==> src/rtl/zjh_int_ctrl8.sv <==
// Eight-channel interrupt controller: latches active-low requests, masks them and
// hands the highest-index pending channel to the CPU through a req/ack/eoi handshake.
module zjh_int_ctrl8 #(
   parameter bit EDGE_MODE = 1'b1
) (
   input  logic       clk,
   input  logic       rst,
   input  logic [7:0] irq_n,
   input  logic [7:0] mask,
   input  logic       en,
   input  logic       int_ack,
   input  logic       eoi,
   output logic       int_req,
   output logic [2:0] int_vec,
   output logic       busy,
   output logic       gs
);

   typedef enum logic [1:0] {
      IDLE    = 2'd0,
      REQ     = 2'd1,
      SERVICE = 2'd2
   } state_t;

   state_t     state;
   state_t     state_next;
   logic [7:0] irq_prev;
   logic [7:0] pending;
   logic [7:0] pending_next;
   logic [7:0] set_bits;
   logic [7:0] clr_bits;
   logic [7:0] cand;
   logic [2:0] winner;
   logic       load_vec;
   logic       take_ack;

   always_comb begin
      if (EDGE_MODE)
         set_bits = irq_prev & ~irq_n;
      else
         set_bits = ~irq_n;
   end

   assign cand = pending & ~mask;

   // Ascending scan so the highest set bit is the last one written.
   always_comb begin
      winner = 3'd0;
      for (int i = 0; i < 8; i++) begin
         if (cand[i])
            winner = 3'(i);
      end
   end

   always_comb begin
      state_next = state;
      load_vec   = 1'b0;
      take_ack   = 1'b0;
      case (state)
         IDLE: begin
            if (en && (cand != 8'h00)) begin
               state_next = REQ;
               load_vec   = 1'b1;
            end
         end
         REQ: begin
            if (int_ack) begin
               state_next = SERVICE;
               take_ack   = 1'b1;
            end
         end
         SERVICE: begin
            if (eoi)
               state_next = IDLE;
         end
         default: state_next = IDLE;
      endcase
   end

   // A new set on the channel being acknowledged overrides its clear.
   always_comb begin
      clr_bits = 8'h00;
      if (take_ack)
         clr_bits = 8'h01 << int_vec;
      pending_next = (pending & ~clr_bits) | set_bits;
   end

   always_ff @(posedge clk) begin
      if (rst) begin
         state    <= IDLE;
         irq_prev <= 8'hFF;
         pending  <= 8'h00;
         int_vec  <= 3'd0;
         int_req  <= 1'b0;
         busy     <= 1'b0;
         gs       <= 1'b0;
      end else begin
         state    <= state_next;
         irq_prev <= irq_n;
         pending  <= pending_next;
         gs       <= |cand;
         int_req  <= (state_next == REQ);
         busy     <= (state_next == SERVICE);
         if (load_vec)
            int_vec <= winner;
      end
   end

endmodule

==> config.mk <==
export PLATFORM = sky130hd
export DESIGN_NAME = zjh_int_ctrl8
export DESIGN_NICKNAME = d
export VERILOG_FILES = /design/src/rtl/zjh_int_ctrl8.sv
export SDC_FILE = /design/constraint.sdc
export NUM_CORES = 1
export LEC_CHECK = 0
export ABC_AREA = 1
export ABC_CLOCK_PERIOD_IN_PS = 1110
export BUFFER_PORTS_ARGS = -buffer_cell sky130_fd_sc_hd__clkbuf_2
export CORE_UTILIZATION = 50
export CTS_BUF_LIST = sky130_fd_sc_hd__clkbuf_16
export DETAILED_ROUTE_END_ITERATION = 6
export GPL_ROUTABILITY_DRIVEN = 0
export PLACE_DENSITY = 0.85
export SLEW_MARGIN = 25
export SYNTH_ARGS = -nofsm -noshare
export SYNTH_HDL_FRONTEND = slang
export SYNTH_SLANG_ARGS = --single-unit
==> constraint.sdc <==
create_clock -name clk -period 1.11 [get_ports clk]
set_input_delay 0.222 -clock clk [delete_from_list [all_inputs] [get_ports clk]]
set_output_delay 0.222 -clock clk [all_outputs]
set_load 0.01 [all_outputs]
Word-level counts from Yosys, hierarchy flattened

Index checks and enable logic that the tools add are counted.

Reduce and logical (&&, ||, !) cells: 4
Equality and inequality tests: 4
Bitwise logic cells: 7
Mux-type cells: 16
Shifts and indexed selects: 1

Operators by type and width:

| cell                  | number |
|---|---|
| $and A8 B8 Y8         | 3 |
| $not A8 Y8            | 3 |
| $mux W3               | 6 |
| $mux W8               | 1 |
| $or A8 B8 Y8          | 1 |
| $reduce_bool A8 Y1    | 1 |
| $reduce_or A8 Y1      | 1 |
| $shl A1 B3 Y8 const A | 1 |
| $mux W2               | 3 |
| $pmux W2 S3           | 1 |
| $mux W1               | 5 |
| $eq A2 B1 Y1 const B  | 2 |
| $eq A2 B2 Y1 const B  | 2 |
| $logic_not A2 Y1      | 1 |
| $logic_and A1 B1 Y1   | 1 |

Output and inout port bits: 6
Word-level logic and storage cells: 39
Bits in registers: 24
Input bits: 21

Depth between registers and ports, before layout

Depth after elaboration: 9
Gate-level depth with buffers: 9
Mapped depth without buffers: 9

Worst setup path before layout

OpenSTA, ideal clock, no wires.

Path kind: register to register
Start point: reg state[0]
End point: reg pending[4]
Stages on the path, launching flop included: 6
Period minus slack after synthesis: 0.974 ns
Data arrival time: 0.842 ns
Path slack: 0.136 ns
Buffers on the path: 0
Data required time: 0.978 ns
Setup time: 0.132 ns
Cells stage by stage: dfxtp_1 > nand2_2 > nor2_4 > nand4_1 > nand2_1 > a21oi_1

Cells in the longest elaborated chain, start to end: 6

Ends and longest elaborated chain:

| item                   | RTL line | source |
|---|---|---|
| from (decl)            | 25       | `state_t state;` |
| from (signal assigned) | 98       | `state <= state_next;` |
| $eq A2 B1 Y1           | 59       | `case (state)` |
| $mux W1                | 59       |  |
| $mux W8                | 83       | `if (take_ack)` |
| $not A8 Y8             | 85       | `pending_next = (pending & ~clr_bits) \| set_bits;` |
| $and A8 B8 Y8          | 85       |  |
| $or A8 B8 Y8           | 85       |  |
| to (signal assigned)   | 100      | `pending <= pending_next;` |
| to (decl)              | 28       | `logic [7:0] pending;` |

No other way between the ends.
A chain may end at the register's enable or synchronous reset.

Worst setup path after layout

Start point: reg int_vec[1]
End point: out int_vec[1]

RTL lines:

| item                   | RTL line | source |
|---|---|---|
| from (decl)            | 14       | `output logic [2:0] int_vec,` |
| from (signal assigned) | 105      | `int_vec <= winner;` |

No word-level cell between the ends.

==> PnR_summary.wiki <==
{| class="wikitable"
! Metric !! Value
|-
| Mean area per synthesized cell || 7.55 um2
|-
| Layout cell share with drive strength beyond 1 || 0.357
|-
| Area of the die || 2220 um2
|-
| Final Max Tran Viols || 0
|-
| Synth-to-Final Area Change || 31.7%
|-
| Sink Count || 24
|-
| Mux cell area share after synthesis || 0
|-
| Share of the clock period used by the worst path after layout || 0.965
|-
| TritonCTS clock tree || done
|-
| Clock-pin slew of the registers on the worst-case setup and hold paths || 0.06 ns
|-
| Area after detailed placement || 1180 um2
|-
| Sequential-to-total area share from yosys stat || 0.471
|-
| Clock network latency to the later pin of the worst-skew pair || 0.25 ns
|-
| Pleak || 0.000695 uW
|-
| Area inside the core boundary || 1820 um2
|-
| Starting density of the core || 0.560
|-
| Period minus WS final || 1.07 ns
|-
| Pre-CTS worst setup slack || 0.00683 ns
|-
| Adder-cell share of the synthesized area || 0
|-
| Synth warn || 0
|-
| Kind of path behind the tightest hold check || input port to flop
|-
| Final WS setup || 0.0389 ns
|-
| Y dimension of the die || 47.2 um
|-
| Power density normalized to cell area || 1550 nW/um2
|-
| Number of synthesized register bits || 24
|-
| Number of design-rule violations left by the first detailed-router iteration || 31
|-
| Post-synthesis share of cell area spent on and, or, nand and nor gates || 0.346
|-
| Worst relative slew slack || 0.730
|-
| Type of the worst setup path || flop to primary output
|-
| Worst path slowest cell || dfxtp_1
|-
| Residual antenna-violating net count after detailed routing || 0
|-
| DIE WIDTH || 47.2 um
|-
| Residual DRC || 0
|-
| Number of distinct standard cells referenced by the synthesized netlist || 15
|-
| Final Routed Wirelength || 2.27 mm
|-
| Endpoint type of the worst setup path || primary output
|-
| Detailed Routing Iterations Pass 1 || 5
|-
| Main combinational cell family by area after synthesis || simple AND/OR/NAND/NOR gates
|-
| GR Overflow Total || 0
|-
| Ant. Diodes || 0
|-
| Net count reported at finish || 193
|-
| Setup TNS after final layout || 0 ns
|-
| Final Setup Violations || 0
|-
| CTS H-Tree Depth || 1
|-
| Number of global-route vias before repair || 795
|-
| Net Count, Synth || 156
|-
| Vias post-DR || 962
|-
| Slew at the pin closest to its max-slew limit || 0.405 ns
|-
| Max_cap viols || 0
|-
| Worst supply voltage drop on vdd || 0.00131 V
|-
| Synthesized instance count || 135
|-
| Cell area after technology mapping || 1020 um2
|-
| Pin count of the biggest net entering global routing || 14
|-
| Complex-gate fraction of the synthesized area || 0.0871
|-
| Maximum clock path buffer count || 2
|-
| Leading cell types in the layout, fill and taps excluded || nand2_1, clkbuf_2, inv_1, dfxtp_1, a21oi_1
|-
| Gate family responsible for the most delay along the worst path || flip-flops
|-
| Setup clock skew after layout || 0.00251 ns
|-
| WL/cell || 11.6 um
|-
| Global-route wire length before repair || 3.30 mm
|-
| Count of endpoints failing hold in the final timing report || 0
|-
| Detailed Place HPWL || 1.48 mm
|-
| Element type at the critical path start || flop
|-
| Total power consumption of the routed design || 2080 uW
|-
| Worst hold slack || 0.152 ns
|-
| Top-level I/O count || 27
|-
| Peak per-stage delay on the critical path || 0.43 ns
|-
| Maximum fanout along the worst path || 6
|-
| Top-area cell type share of the netlist area || 0.471
|-
| Number of fillers in the final layout || 142
|-
| Number of hold-repair buffers added at the cts stage || 0
|-
| Fraction of synthesized cell area in xor and xnor cells || 0
|-
| Aggregate global-route resource usage || 0.219
|-
| Design Area, Final || 1340 um2
|-
| Cell taking the most area after synthesis || dfxtp_1
|-
| Drt via density || 4.91
|-
| Biggest area contributors in the synthesized netlist || dfxtp_1, nand2_1, inv_1
|-
| Commonest non-fill, non-tap cell in the layout || nand2_1
|-
| Placement Rows || 15
|-
| Outcome || finished, final reports clean
|-
| Required time at the endpoint of the critical path || 0.89 ns
|-
| Critical Path AT || 0.85 ns
|-
| Initial antenna violation count || 0
|-
| Count of input and output buffers || 26
|-
| Cells traversed along the worst timing path || clkbuf_2
|-
| Highest attainable clock frequency || 934 MHz
|-
| Root buffer cell || clkbuf_16
|-
| Total buffers and inverters traversed by the critical path || 1
|-
| Total CTS buffers || 3
|}
-- tightest hold or removal path, stage by stage --
cell,delay [ns]
clkbuf_2,0.08
inv_1,0.04
nand2_1,0.04
-- synth_stat cells, drive strengths merged --
master  instances
nand3           4
nand4           8
nor2            8
a21oi          13
o21a            2
inv            24
nand2          47
dfxtp          24
o21ai           1
nor3            1
nor3b           1
clkbuf          2
-- through the flow --
step,util,instances
final,0.737,196
after global routing,0.737,196
after CTS,0.697,190
after detailed placement,0.649,185
after global placement,0.649,185
after floorplan,-,135
-- cell type report --
| cell class | count | area (um2) | share of cell area |
|---|---|---|---|
| timing repair buffer | 33 | 183 | 0.136 |
| tap | 25 | 31.3 | 0.0233 |
| multi-input combinational | 86 | 470 | 0.350 |
| clock buffer | 3 | 75.1 | 0.0559 |
| clock inverter | 1 | 3.75 | 0.00280 |
| inverter | 24 | 90.1 | 0.0671 |
| sequential | 24 | 489 | 0.364 |
-- cells by family after synthesis --
family,count (synthesis)
compound gates,16
buf+inv,26
flops,24
simple gates,69
-- power breakdown --
group          total, uW  internal [uW]  switching (uW)
registers            983            931            52.1
clock network        757            480             277
logic                339            143             196
-- routing by layer --
metal	GRT usage	vias up	share of wire
li1	-	491	-
met1	0.270	419	0.43
met2	0.364	41	0.49
met3	0.0346	11	0.050
met4	0.120	0	0.034
met5	0	-	0
-- sequential cells by signal, indices dropped and copies added, names as in the netlist --
signal	cells
irq_prev	8
pending	8
int_vec	3
state	2
busy	1
gs	1
int_req	1
-- final timing paths --
path / start / to / slack (ns) / cells after the start
min: irq_n[7] / irq_prev[7] / 0.15 / 3
max reg2reg: pending[7] / int_vec[0] / 0.04 / 8
max: int_vec[1] / int_vec[1] / 0.04 / 1
min reg2reg: irq_prev[2] / pending[2] / 0.45 / 2
-- what timing repair did --
item,CTS,global route
resized for setup,3,9
buffers inserted,0,6
pin swaps,1,8
setup endpoints to repair,4,7
hold endpoints to repair,0,0
gates cloned,1,0
(Power assumes the default switching activity.)
